==> src/rtl/bool_tt_sweeper.sv <==
// Exhaustive truth-table sweeper: drives every input vector to NUM_FN parallel
// implementations, captures their tables, and checks them against a golden table and each other.

module bool_tt_lane #(
    parameter int T  = 8,
    parameter int IW = 3
) (
    input  logic          clk,
    input  logic          rst_n,
    input  logic          clr,
    input  logic          smp,
    input  logic [IW-1:0] vec,
    input  logic          exp_bit,
    input  logic          fn_bit,
    output logic [T-1:0]  row,
    output logic [T-1:0]  row_nxt,
    output logic          mis
);
    // Table as it will look after this edge's sample; feeds the equivalence compare.
    always_comb begin
        row_nxt      = row;
        row_nxt[vec] = fn_bit;
    end

    always_ff @(posedge clk or negedge rst_n) begin
        if (!rst_n) begin
            row <= '0;
            mis <= 1'b0;
        end else if (clr) begin
            row <= '0;
            mis <= 1'b0;
        end else if (smp) begin
            row <= row_nxt;
            mis <= mis | (fn_bit ^ exp_bit);
        end
    end
endmodule

module bool_tt_sweeper #(
    parameter int NUM_IN = 3,
    parameter int NUM_FN = 3,
    parameter int SETTLE = 1
) (
    input  logic                         clk,
    input  logic                         rst_n,
    input  logic                         start,
    input  logic [(1<<NUM_IN)-1:0]       expected,
    input  logic [NUM_FN-1:0]            fn_out,
    output logic [NUM_IN-1:0]            vec,
    output logic                         busy,
    output logic                         done,
    output logic [NUM_FN*(1<<NUM_IN)-1:0] tt,
    output logic [NUM_FN-1:0]            mismatch,
    output logic                         equiv,
    output logic [NUM_IN-1:0]            fail_idx
);
    localparam int T  = 1 << NUM_IN;
    localparam int CW = (SETTLE > 1) ? $clog2(SETTLE) : 1;
    localparam logic [CW-1:0] CNT_RELOAD = CW'(SETTLE - 1);

    typedef enum logic [1:0] {IDLE, RUN, DONE} state_t;

    state_t                      state, state_nxt;
    logic   [CW-1:0]             cnt;
    logic   [T-1:0]              exp_q;
    logic                        first_fail;
    logic   [NUM_FN-1:0][T-1:0]  rows, rows_nxt;
    logic   [NUM_FN-1:0]         mis_w;
    logic                        accept, smp, last, exp_bit, any_diff, eq_c;

    always_ff @(posedge clk or negedge rst_n) begin
        if (!rst_n) state <= IDLE;
        else        state <= state_nxt;
    end

    always_comb begin
        state_nxt = state;
        accept    = 1'b0;
        smp       = 1'b0;
        last      = 1'b0;
        case (state)
            IDLE, DONE: begin
                if (start) begin
                    accept    = 1'b1;
                    state_nxt = RUN;
                end
            end
            RUN: begin
                if (cnt == '0) begin
                    smp  = 1'b1;
                    last = (vec == NUM_IN'(T - 1));
                    if (last) state_nxt = DONE;
                end
            end
            default: state_nxt = IDLE;
        endcase
    end

    assign busy = (state == RUN);
    assign done = (state == DONE);

    assign exp_bit  = exp_q[vec];
    assign any_diff = |(fn_out ^ {NUM_FN{exp_bit}});

    genvar k;
    generate
        for (k = 0; k < NUM_FN; k++) begin : g_lane
            bool_tt_lane #(.T(T), .IW(NUM_IN)) u_lane (
                .clk     (clk),
                .rst_n   (rst_n),
                .clr     (accept),
                .smp     (smp),
                .vec     (vec),
                .exp_bit (exp_bit),
                .fn_bit  (fn_out[k]),
                .row     (rows[k]),
                .row_nxt (rows_nxt[k]),
                .mis     (mis_w[k])
            );
        end
    endgenerate

    assign tt       = rows;
    assign mismatch = mis_w;

    // Compared against the post-sample tables so the final vector is included.
    always_comb begin
        eq_c = 1'b1;
        for (int i = 1; i < NUM_FN; i++)
            if (rows_nxt[i] != rows_nxt[0]) eq_c = 1'b0;
    end

    always_ff @(posedge clk or negedge rst_n) begin
        if (!rst_n) begin
            vec        <= '0;
            cnt        <= '0;
            exp_q      <= '0;
            equiv      <= 1'b0;
            fail_idx   <= '0;
            first_fail <= 1'b0;
        end else if (accept) begin
            vec        <= '0;
            cnt        <= CNT_RELOAD;
            exp_q      <= expected;
            equiv      <= 1'b0;
            fail_idx   <= '0;
            first_fail <= 1'b0;
        end else if (state == RUN) begin
            if (!smp) begin
                cnt <= cnt - 1'b1;
            end else begin
                if (any_diff && !first_fail) begin
                    fail_idx   <= vec;
                    first_fail <= 1'b1;
                end
                if (last) begin
                    equiv <= eq_c;
                end else begin
                    vec <= vec + 1'b1;
                    cnt <= CNT_RELOAD;
                end
            end
        end
    end
endmodule

==> config.mk <==
export PLATFORM = sky130hd
export DESIGN_NAME = bool_tt_sweeper
export DESIGN_NICKNAME = d
export VERILOG_FILES = /design/src/rtl/bool_tt_sweeper.sv
export SDC_FILE = /design/constraint.sdc
export NUM_CORES = 1
export LEC_CHECK = 0
export BUFFER_PORTS_ARGS = -buffer_cell sky130_fd_sc_hd__buf_2
export CAP_MARGIN = 40
export CORE_MARGIN = 8
export CORE_UTILIZATION = 50
export DETAILED_ROUTE_END_ITERATION = 7
export PLACE_DENSITY = 0.74
export SYNTH_ARGS = -nofsm -noshare
export SYNTH_HDL_FRONTEND = slang
export SYNTH_SLANG_ARGS = --single-unit
==> constraint.sdc <==
create_clock -name clk -period 2.1 [get_ports clk]
set_clock_uncertainty 0.1 [all_clocks]
set_input_delay 0.105 -clock clk [delete_from_list [all_inputs] [get_ports clk]]
set_output_delay 0.105 -clock clk [all_outputs]
set_load 0.01 [all_outputs]
After elaboration in Yosys (flattened, before gate mapping)
Cells that the tools add are included.

cells by class
  add/sub/neg operators = 2
  equal/unequal tests = 10
  $lt $le $gt $ge = 2
  bitwise gates (word level) = 7
  reduce and logical (&&, ||, !) cells = 15
  mux-type cells = 51

operators with widths
  operator                                                                      number
  8-bit two-way mux                                                             6
  1-bit two-way mux                                                             28
  8-bit bitwise mux                                                             3
  3-bit two-way mux                                                             8
  8-bit inequality test                                                         2
  3-bit AND reduction                                                           4
  2-bit nonzero test                                                            4
  2-bit two-way mux                                                             3
  2-bit inequality test, second input constant                                  3
  3-bit by 4-bit less-than comparator with 1-bit output, second input constant  1
  2-bit case mux with 2 select lines                                            1
  3-bit by 1-bit adder with 3-bit output, second input constant                 1
  1-bit binary-select mux with 3-bit select                                     1
  1-bit demux with 3-bit select                                                 1
  3-bit equality test, second input constant                                    1
  3-bit by 1-bit >= comparator with 1-bit output, second input constant         1
  3-bit inequality test, second input constant                                  1
  1-bit bitwise OR                                                              3
  3-bit OR reduction                                                            1
  1-bit bitwise XOR                                                             3
  3-bit bitwise XOR                                                             1
  2-bit by 1-bit equality test with 1-bit output, second input constant         1
  2-bit equality test, second input constant                                    1
  1-bit logical AND                                                             2
  6 further kinds                                                               6

word-level totals
  logic and storage cells = 100
  bits of input ports = 14
  output and inout port bits = 36
  register bits after elaboration = 46

Longest topological paths before layout
Gate-level depths: netlist of run 1.

  depth in word-level cells = 12
  gate-level depth with buffers = 7
  depth with buffers taken out = 7

By module
Synthesis of run 1 repeated with hierarchy kept, for this count alone.

second synthesis, totals
  cells, all modules = 286
  area total of the unflattened synthesis = 3,210.6 um^2

modules (own cells, without submodules)
  module           area an instance (um^2)  cells each  seq. area each (um^2)  times used
  bool_tt_lane     734.5                    60          225.2                  3
  bool_tt_sweeper  1,007.2                  106         475.5                  1

Least setup slack after synthesis of run 1
Ideal clock, no wire load.

  path type = reg2reg
  start = register vec[0]
  end = register fail_idx[2]
  period minus slack after synthesis = 1.990 ns
  data required time = 1.871 ns
  library setup time = 0.129 ns
  path buffers = 0
  arrival = 1.762 ns
  cell stages (with the launch flop) = 6
  setup slack = 0.110 ns
  cells stage by stage = dfrtp_1 -> mux4_1 -> mux2i_4 -> mux2i_1 -> nand2_2 -> mux2i_1

on the way
  word-level cells in the longest chain between the ends = 7

RTL lines
  what                                       line  RTL
  start, declared                            49    output logic [NUM_IN-1:0] vec,
  start signal, assigned                     159   vec <= vec + 1'b1;
  1-bit binary-select mux with 3-bit select  102   assign exp_bit = exp_q[vec];
  1-bit two-way mux (implied by the code)    102
  3-bit bitwise XOR                          103   assign any_diff = |(fn_out ^ {NUM_FN{exp_bit}});
  3-bit OR reduction                         103
  1-bit logical AND                          152   if (any_diff && !first_fail) begin
  2-bit nonzero test (no source line)        --
  3-bit AND reduction (no source line)       --
  end signal, assigned                       153   fail_idx <= vec;
  end, declared                              55    output logic [NUM_IN-1:0] fail_idx

No other way between the ends. The select of a mux whose other input is x is not followed.
A chain may end at the register's enable or synchronous reset.

Worst setup path in the final report of run 1
  start = register vec[0]
  end = register equiv

on the way
  word-level cells in the longest chain between the ends = 12
  elaborated cells between the ends (all ways) = 21
  classes of those cells = order compare (2); eq/ne (3); mux (13); reduce/logical (3)

RTL lines
  what                                                                                                                                           line  RTL
  3-bit by 4-bit less-than comparator with 1-bit output (implied by the code) or 3-bit by 1-bit >= comparator with 1-bit output (tied branches)  22    row_nxt[vec] = fn_bit;
  1-bit logical AND (implied by the code)                                                                                                        22
  1-bit two-way mux (implied by the code)                                                                                                        22
  1-bit demux with 3-bit select                                                                                                                  --
  8-bit bitwise mux                                                                                                                              22
  8-bit inequality test                                                                                                                          130   if (rows_nxt[i] != rows_nxt[0]) eq_c = 1'b0;
  1-bit two-way mux (2 in series)                                                                                                                130
  1-bit two-way mux                                                                                                                              156   if (last) begin
  1-bit two-way mux                                                                                                                              149   if (!smp) begin
  1-bit two-way mux                                                                                                                              148   end else if (state == RUN) begin
  1-bit two-way mux                                                                                                                              141   end else if (accept) begin
  end signal, assigned                                                                                                                           157   equiv <= eq_c;
  end, declared                                                                                                                                  54    output logic equiv,

Several ways; a longest one is shown, not always the timed one. The select of a mux whose other input is x is not followed.

==> results of run 1 <==
-- worst max path at each step --
stage           start  cells past startpoint           to  slack, ps
2_1_floorplan  vec[0]                      5  fail_idx[2]        110
3_3_place_gp   vec[0]                      5        equiv        170
3_5_place_dp   vec[0]                      5  fail_idx[0]        140
4_1_cts        vec[0]                      5  fail_idx[0]        100
5_1_grt        vec[0]                      6        equiv          4
6_report       vec[0]                      5        equiv        130
-- sequential cells by signal, summed over array words and instances (netlist names) --
register / cells
cnt: 1
first_fail: 1
g_lane.u_lane.mis: 3
state: 2
vec: 3
fail_idx: 3
g_lane.u_lane.row: 24
exp_q: 8
equiv: 1
-- per-stage QoR --
stage	std cells	worst slack (ps)	instance area, um2	utilization, %
after global routing	378	3.80	3000	63.1
final	378	126	3000	63.1
after global placement	360	168	2790	58.7
after detailed placement	360	137	2790	58.7
after CTS	378	103	3000	63.1
after floorplan	251	110	2480	-
-- worst reg2reg max path: stages, from the launching register on --
cell	delay (ps)
dfrtp_2	460
buf_4	210
or3b_4	430
a2111oi_2	310
nand4_1	130
o31ai_1	240
-- power groups by stage --
| stage | Sequential, mW | Clock [mW] | Combinational (mW) |
|---|---|---|---|
| global route | 1.60 | 0.695 | 2.64 |
| floorplan | 1.59 | 0 | 1.63 |
| detailed placement | 1.56 | 0 | 2.37 |
| global placement | 1.54 | 0 | 2.34 |
| CTS | 1.54 | 0.661 | 2.40 |
| finish | 1.55 | 0.649 | 2.39 |
-- area by class of cell --
type	instances	area share, %
inverters	7	0.876
flip-flops and latches	46	38.4
clock inverters	3	1.33
clock buffers	5	2.29
multi-input cells	181	39.8
well taps	67	2.79
repair buffers	69	14.4
-- cells in the mapped netlist (2+ instances only) --
| library cell | count |
|---|---|
| dfrtp_1 | 46 |
| nand2_1 | 41 |
| a22o_1 | 26 |
| nor2_1 | 12 |
| o21ai_0 | 12 |
| nand2b_1 | 10 |
| a21oi_1 | 9 |
| clkbuf_1 | 7 |
| inv_1 | 7 |
| mux2i_1 | 7 |
| nor3_1 | 7 |
| nand3_1 | 6 |
| nor2b_1 | 6 |
| xnor2_1 | 5 |
| and3_1 | 4 |
| buf_4 | 4 |
| buf_6 | 3 |
| nor4_1 | 3 |
| o21ai_1 | 3 |
| a211oi_1 | 2 |
| and3b_1 | 2 |
| buf_2 | 2 |
| ha_1 | 2 |
| mux4_1 | 2 |
| nor3b_1 | 2 |
| o32ai_1 | 2 |
| or3b_1 | 2 |
-- layout by cell type (no fill, tap or decap), drive strengths merged, types with 4 or more instances in the layout --
cell type    count
a22o            26
nor2            12
inv              7
nand2b          10
a21oi            9
xnor2            5
and3             4
nor3             8
clkbuf           5
buf             59
or3b             4
dfrtp           46
nor2b            6
nand3            6
o21ai           15
nand2           42
dlygate4sd3     10
mux2i            8
-- routing by layer --
metal	vias up	GRT usage [%]	wire [um]
met1	1016	22.1	2740
li1	1021	-	-
met5	-	0	0
met4	0	6.10	99
met3	10	4.73	473
met2	70	27.3	2840
-- kinds of logic (layout without fill, tap and decap cells) --
family / count (synthesis) / in the layout / synth area share (%)
buffers and inverters: 24 / 84 / 5.40
xor gates and xnor gates: 5 / 5 / 1.77
AOI/OAI and AO/OA: 58 / 58 / 17.0
adders and majority gates: 2 / 2 / 1.01
muxes: 10 / 10 / 5.85
DFF: 46 / 46 / 46.4
and+or+nand+nor: 106 / 106 / 22.6
-- timing repair --
item,CTS,global route
hold buffers,10,0
endpoints found under the hold margin,32,0
setup endpoints to repair,0,4
resized for setup,0,2
==> results.sh, run 1 <==
export IMPL_syn_area_um2=2480
export IMPL_critical_path_required_ps=2210
export IMPL_core_region_area_um2=4750
export IMPL_start_kind="flop"
export IMPL_reg2reg_depth=5
export IMPL_yosys_warnings=0
export IMPL_die_y_um=86.4
export IMPL_swShare_pct=41.6
export IMPL_port_buffers=49
export IMPL_cts_sinks=46
export IMPL_post_route_period_util_pct=94.0
export IMPL_rsz0062_at_grt="no"
export IMPL_worst_pin_slew_ps=707
export IMPL_ant_nets=0
export IMPL_power_switching_mw=1.91
export IMPL_p_clk_share_pct=14.1
export IMPL_vias_per_cell=5.60
export IMPL_pwr_share_comb_pct=52.0
export IMPL_cpLargestDelayFamily="simple AND/OR/NAND/NOR gates"
export IMPL_crit_type="flop to flop"
export IMPL_syn_avg_cell_area_um2=9.88
export IMPL_clk_pin_slew_worst_paths_ps=90
export IMPL_num_fill_cells=410
export IMPL_syn_inst=251
export IMPL_holdCritPathClass="primary input to flop"
export IMPL_status="completed"
export IMPL_ir_drop_v=0.000798
export IMPL_period_needed_ps=1970
export IMPL_cp_arrival_ps=2080
export IMPL_regArea_um2=1150
export IMPL_cts_tree="yes"
export IMPL_grt_pass1_vias=2146
export IMPL_numCtsBuffers=5
export IMPL_finalNetCount=326
export IMPL_wl_per_cell_um=16.3
export IMPL_reg2reg_to="equiv"
export IMPL_slew_limit_headroom_pct=52.8
export IMPL_grt_ovfl_total=0
export IMPL_clockBufferDepth=2
export IMPL_min_delay_worst_endpoint="g_lane[2].u_lane.row[5]"
export IMPL_dieArea_um2=7470
export IMPL_critical_path_max_stage_delay_ps=460
export IMPL_drt_iter0_drc=179
export IMPL_routed_wl_um=6150
export IMPL_drt_pass1_iter_count=4
export IMPL_fmax_mhz=507
export IMPL_slew_violations=0
export IMPL_holdPathStages=2
export IMPL_critPathSlowestCell="dfrtp_2"
export IMPL_setup_viol=0
export IMPL_vias=2117
export IMPL_r2r_setup_slack_ps=130
export IMPL_num_rows=25
export IMPL_post_cts_buffers=0
export IMPL_crit_path_max_fanout=18
export IMPL_grt_max_degree=25
export IMPL_dpl_hpwl_um=4430
export IMPL_yosysTopAreaCell="dfrtp_1"
export IMPL_initial_utilization_pct=52.2
export IMPL_synth_distinct_cells=44
export IMPL_dieWidth_um=86.4
export IMPL_drive_gt1_share_pct=24.4
export IMPL_diodes=0
export IMPL_critPathBufInv=1
export IMPL_leakage_nw=1.51
export IMPL_crit_path_cell_trace="buf_4, or3b_4, a2111oi_2, nand4_1, o31ai_1"
export IMPL_hold_start="fn_out[2]"
export IMPL_finalWeightedCongestion=0.906
export IMPL_power_mw=4.59
export IMPL_cts_max_level=2
export IMPL_cts_root_buf="clkbuf_8"
export IMPL_yosys_top_cells_area="dfrtp_1, a22o_1, nand2_1, mux2i_1, nand2b_1"
export IMPL_synth_edff_count=0
export IMPL_synthFlopType="dfrtp_1"
export IMPL_r2r_start="vec[0]"
export IMPL_synth_nets=267
export IMPL_ys_seq_elements=46
export IMPL_pin_count=50
export IMPL_clk_latency_ps=300
export IMPL_antenna_found_initial=0
export IMPL_tns_ps=0
export IMPL_drv_cap=0
export IMPL_seq_power_share_pct=33.8
export IMPL_synth_yosys_seq_area_share_pct=46.4
export IMPL_grt_pass1_wl_um=10300
export IMPL_power_density_nw_per_um2=1530
export IMPL_crit_path_end_kind="flop"
export IMPL_area_delta_synth_final_pct=21.0
export IMPL_remaining_drc_errors=0
export IMPL_hold_viol_final=0
export IMPL_synth_top_cell_area_share_pct=46.4
export IMPL_track_usage_pct=17.3
export IMPL_synthArstFlopShare_pct=100
export IMPL_holdWs_ps=33.8
export IMPL_intPower_mw=2.68
export IMPL_multi_input_area_um2=1190
Note: power is estimated with default switching activity, not from simulation.
==> run 2: changes to the inputs <==
HOLD_SLACK_MARGIN = 0.15   (was unset)
SETUP_SLACK_MARGIN = 0.5   (was unset)
==> results.sh, run 2 (synthesis gave the netlist of run 1 again) <==
export IMPL_wl_per_cell_um=17.5
export IMPL_r2r_start="vec[0]"
export IMPL_vias_per_cell=5.68
export IMPL_antenna_found_initial=0
export IMPL_largest_registers="g_lane.u_lane.row: 24 flops, exp_q: 8 flops"
export IMPL_grt_pass1_wl_um=10600
export IMPL_cts_max_level=2
export IMPL_crit_path_cell_trace="buf_6, or3b_4, a2111oi_4, nand4_1, o31ai_2"
export IMPL_num_fill_cells=389
export IMPL_final_common_cell="buf_2"
export IMPL_crit_path_end_kind="flop"
export IMPL_hold_viol_final=0
export IMPL_cts_sinks=46
export IMPL_critPathBufInv=1
export IMPL_critical_path_required_ps=2220
export IMPL_place_ws_ps=197
export IMPL_power_density_nw_per_um2=1590
export IMPL_diodes=0
export IMPL_initial_utilization_pct=52.2
export IMPL_routed_wl_um=6670
export IMPL_pin_count=50
export IMPL_status="completed"
export IMPL_slew_violations=0
export IMPL_die_y_um=86.4
export IMPL_cts_root_buf="clkbuf_8"
export IMPL_dp_cells=359
export IMPL_grt_pass1_vias=2170
export IMPL_finalWeightedCongestion=0.939
export IMPL_tns_ps=0
export IMPL_holdCritPathClass="primary input to flop"
export IMPL_top_usage_layer="met2"
export IMPL_clk_pin_slew_worst_paths_ps=90
export IMPL_drv_cap=0
export IMPL_grt_max_degree=32
export IMPL_final_cell_mix="buf_2, dfrtp_1, nand2_1"
export IMPL_cpLargestDelayFamily="simple AND/OR/NAND/NOR gates"
export IMPL_grt_ovfl_total=0
export IMPL_ant_nets=0
export IMPL_drt_iter0_drc=228
export IMPL_grtUsageMet2_pct=28.6
export IMPL_track_usage_pct=17.7
export IMPL_drive_gt1_share_pct=34.9
export IMPL_period_needed_ps=1900
export IMPL_largest_reg_flops=24
export IMPL_numCtsBuffers=5
export IMPL_num_rows=25
export IMPL_crit_path_max_fanout=18
export IMPL_core_region_area_um2=4750
export IMPL_reg2reg_to="equiv"
export IMPL_timing_final_ws_setup_ps=200
export IMPL_vias=2169
export IMPL_dpl_hpwl_um=4330
export IMPL_start_kind="flop"
export IMPL_dieWidth_um=86.4
export IMPL_area_delta_synth_final_pct=29.9
export IMPL_met1_usage_pct=22.2
export IMPL_dieArea_um2=7470
export IMPL_drt_pass1_iter_count=4
export IMPL_r2r_setup_slack_ps=200
export IMPL_met3_usage_pct=4.82
export IMPL_critPathSlowestCell="dfrtp_2"
export IMPL_clk_latency_ps=300
export IMPL_regMostFlops="g_lane.u_lane.row"
export IMPL_remaining_drc_errors=0
export IMPL_reg2reg_depth=5
export IMPL_crit_type="flop to flop"
export IMPL_leakage_nw=1.54
export IMPL_min_delay_worst_endpoint="g_lane[1].u_lane.row[4]"
export IMPL_holdPathStages=2
export IMPL_finalNetCount=330
export IMPL_setup_viol=0
export IMPL_slew_limit_headroom_pct=54.4
export IMPL_hold_start="fn_out[1]"
export IMPL_critical_path_max_stage_delay_ps=460
export IMPL_rsz0062_at_grt="yes"
export IMPL_clockBufferDepth=2
export IMPL_cts_tree="yes"
export IMPL_fmax_mhz=526
export IMPL_cp_arrival_ps=2020
export IMPL_post_route_period_util_pct=90.5
export IMPL_fin_util_pct=67.7
export IMPL_port_buffers=49
export IMPL_worst_pin_slew_ps=685
export IMPL_stdcell_count=382
export IMPL_ir_drop_v=0.000880
## run 2: worst max path at each step
stage                 from     endpoint  slack, ps  cells after the start
floorplan           vec[0]  fail_idx[2]        230                      5
CTS                 vec[0]  fail_idx[2]        200                      5
detailed placement  vec[0]        equiv        200                      5
global route        vec[0]        equiv        110                      6
finish              vec[0]        equiv        200                      5
global placement    vec[0]  fail_idx[2]        240                      5
## run 2: report_power, final
part,switching (mW),total (mW),internal (mW)
registers,0.316,1.55,1.24
clock network,0.310,0.575,0.265
logic,1.58,2.98,1.40
total,2.21,5.11,2.90
## run 2: metrics by stage
step | hold slack (ps) | power, mW | area (um2)
finish | 191 | 5.11 | 3220
floorplan | -291 | 3.29 | 2500
CTS | 184 | 4.74 | 3060
global route | 193 | 5.46 | 3220
global placement | 79.9 | 3.91 | 2790
detailed placement | 84.3 | 3.95 | 2790
## run 2: worst reg2reg max path: stages, from the launching register on
cell	delay [ps]
dfrtp_2	460
buf_6	190
or3b_4	440
a2111oi_4	300
nand4_1	150
o31ai_2	190
## run 2: layer usage
| metal | wire, um | vias up |
|---|---|---|
| met3 | 409 | 12 |
| met2 | 3260 | 74 |
| met1 | 2870 | 1061 |
| met4 | 126 | 0 |
| li1 | - | 1022 |
| met5 | 0 | - |
## run 2: cell type report
| class | count | area (um2) | share of cell area, % |
|---|---|---|---|
| Multi-Input combinational cell | 182 | 1380 | 42.7 |
| Sequential cell | 46 | 1150 | 35.9 |
| Timing Repair Buffer | 72 | 484 | 15.0 |
| Tap cell | 67 | 83.8 | 2.60 |
| Clock buffer | 6 | 82.6 | 2.56 |
| Inverter | 7 | 26.3 | 0.816 |
| Clock inverter | 2 | 12.5 | 0.389 |
## run 2: timing repair
item | CTS | global route
endpoints found under the hold margin | 39 | 0
cloned | 0 | 2
pin swaps | 5 | 9
gates resized for setup | 22 | 23
setup buffers | 1 | 2
setup endpoints to repair | 35 | 34
hold buffers | 10 | 0
==> run 3: changes to the inputs <==
clock period = 1.82 ns   (was 2.1 ns; I/O delays follow)
==> results.sh, run 3 (synthesis gave the netlist of run 1 again) <==
export IMPL_hold_viol_final=0
export IMPL_crit_type="flop to flop"
export IMPL_cts_root_buf="clkbuf_8"
export IMPL_power_density_nw_per_um2=1850
export IMPL_final_cell_mix="buf_2, dfrtp_1, nand2_1"
export IMPL_vias_per_cell=5.64
export IMPL_grt_max_degree=25
export IMPL_pin_count=50
export IMPL_num_rows=25
export IMPL_rsz0062_at_grt="yes"
export IMPL_drt_pass1_iter_count=4
export IMPL_ir_drop_v=0.000911
export IMPL_start_kind="flop"
export IMPL_power_mw=6.64
export IMPL_numCtsBuffers=5
export IMPL_multi_input_area_um2=1450
export IMPL_fin_util_pct=75.5
export IMPL_dieWidth_um=86.4
export IMPL_diodes=0
export IMPL_clk_latency_ps=300
export IMPL_clockBufferDepth=2
export IMPL_grt_ovfl_total=0
export IMPL_regMostFlops="g_lane.u_lane.row"
export IMPL_crit_path_end_kind="flop"
export IMPL_slew_violations=0
export IMPL_holdWs_ps=188
export IMPL_clk_pin_slew_worst_paths_ps=80
export IMPL_largest_registers="g_lane.u_lane.row: 24 flops, exp_q: 8 flops"
export IMPL_timing_final_ws_setup_ps=-156
export IMPL_track_usage_pct=19.6
export IMPL_core_region_area_um2=4750
export IMPL_wl_per_cell_um=17.3
export IMPL_violations="setup timing"
export IMPL_finalWeightedCongestion=0.872
export IMPL_routed_wl_um=7110
export IMPL_worst_pin_slew_ps=521
export IMPL_leakage_nw=1.74
export IMPL_port_buffers=49
export IMPL_area_delta_synth_final_pct=44.8
export IMPL_num_fill_cells=333
export IMPL_cts_max_level=2
export IMPL_ant_nets=0
export IMPL_setup_viol=8
export IMPL_fmax_mhz=506
export IMPL_drv_cap=0
export IMPL_holdCritPathClass="primary input to flop"
export IMPL_antenna_found_initial=0
export IMPL_grt_pass1_wl_um=11600
export IMPL_finalNetCount=359
export IMPL_critical_path_required_ps=1910
export IMPL_period_needed_ps=1980
export IMPL_remaining_drc_errors=0
export IMPL_initial_utilization_pct=52.2
export IMPL_drt_iter0_drc=208
export IMPL_die_y_um=86.4
export IMPL_final_common_cell="buf_2"
export IMPL_cts_sinks=46
export IMPL_crit_path_max_fanout=4
export IMPL_vias=2316
export IMPL_cp_arrival_ps=2070
export IMPL_status="finished with violations"
export IMPL_drive_gt1_share_pct=40.1
export IMPL_grt_pass1_vias=2316
export IMPL_dieArea_um2=7470
export IMPL_post_route_period_util_pct=109
export IMPL_regArea_um2=1150
export IMPL_slew_limit_headroom_pct=65.3
export IMPL_cts_tree="yes"
export IMPL_largest_reg_flops=24
export IMPL_dpl_hpwl_um=4750
run 3: cell types whose count changed in the layout (fill, tap and decap cells not counted), moves of 3 or more:
cell | previous run | this run
o21ai_4 | 4 | 7
nor2_4 | 1 | 4
nor2_2 | 3 | 0
nand2b_1 | 10 | 7
buf_12 | 1 | 4
buf_6 | 3 | 11
nand2b_4 | 0 | 3
nand2_1 | 38 | 35
buf_4 | 8 | 25
run 3: where the power goes:
| group | switching, mW | total [mW] | internal (mW) |
|---|---|---|---|
| combinational | 2.10 | 4.23 | 2.13 |
| clock | 0.329 | 0.636 | 0.307 |
| sequential | 0.343 | 1.77 | 1.43 |
| total | 2.78 | 6.64 | 3.87 |
run 3: cell type report:
type / count / share of cell area [%]
sequential: 46 / 32.1
tap: 67 / 2.33
multi-input combinational: 182 / 40.3
timing repair buffer: 101 / 22.0
clock inverter: 1 / 0.139
inverter: 7 / 0.732
clock buffer: 7 / 2.40
run 3: critical path: stages (launching register included):
cell and delay, ps:
dfrtp_2 410, buf_4 120, mux4_2 510, mux2i_4 200
mux2i_2 260, nand2_2 130, mux2i_1 130
run 3: metal layers:
metal | global-route usage [%] | wire length (um) | vias to the layer above
met3 | 4.44 | 421 | 15
met2 | 31.3 | 3500 | 93
met4 | 6.57 | 139 | 0
li1 | - | - | 1083
met1 | 25.6 | 3050 | 1125
met5 | 0 | 0 | -
run 3: final timing paths:
check                      cells past startpoint  slack (ps)  startpoint                       to
max                                            6        -160      vec[0]              fail_idx[0]
min reg2reg                                    2         380    exp_q[6]                 exp_q[6]
max in group asynchronous                      3         910       rst_n                 state[0]
min                                            2         190   fn_out[0]  g_lane[0].u_lane.row[2]
max reg2reg                                    6        -160      vec[0]              fail_idx[0]
min in group asynchronous                      2         200       rst_n                 exp_q[2]
run 3: per-stage QoR:
step,worst slack [ps],std cells,TNS [ps],area [um2]
after CTS,-71.1,408,-274,3520
after global routing,-243,411,-1420,3590
after detailed placement,-85.0,381,-294,3120
after global placement,-56.8,381,-189,3120
after floorplan,-51.8,251,-147,2660
final,-156,411,-751,3590
run 3: what timing repair did:
action,in CTS,in global routing
resized for setup,22,14
endpoints found under the setup margin,38,39
pin swaps,5,8
setup buffers,5,3
hold endpoints to repair,62,0
cloned,2,0
hold buffers,12,0
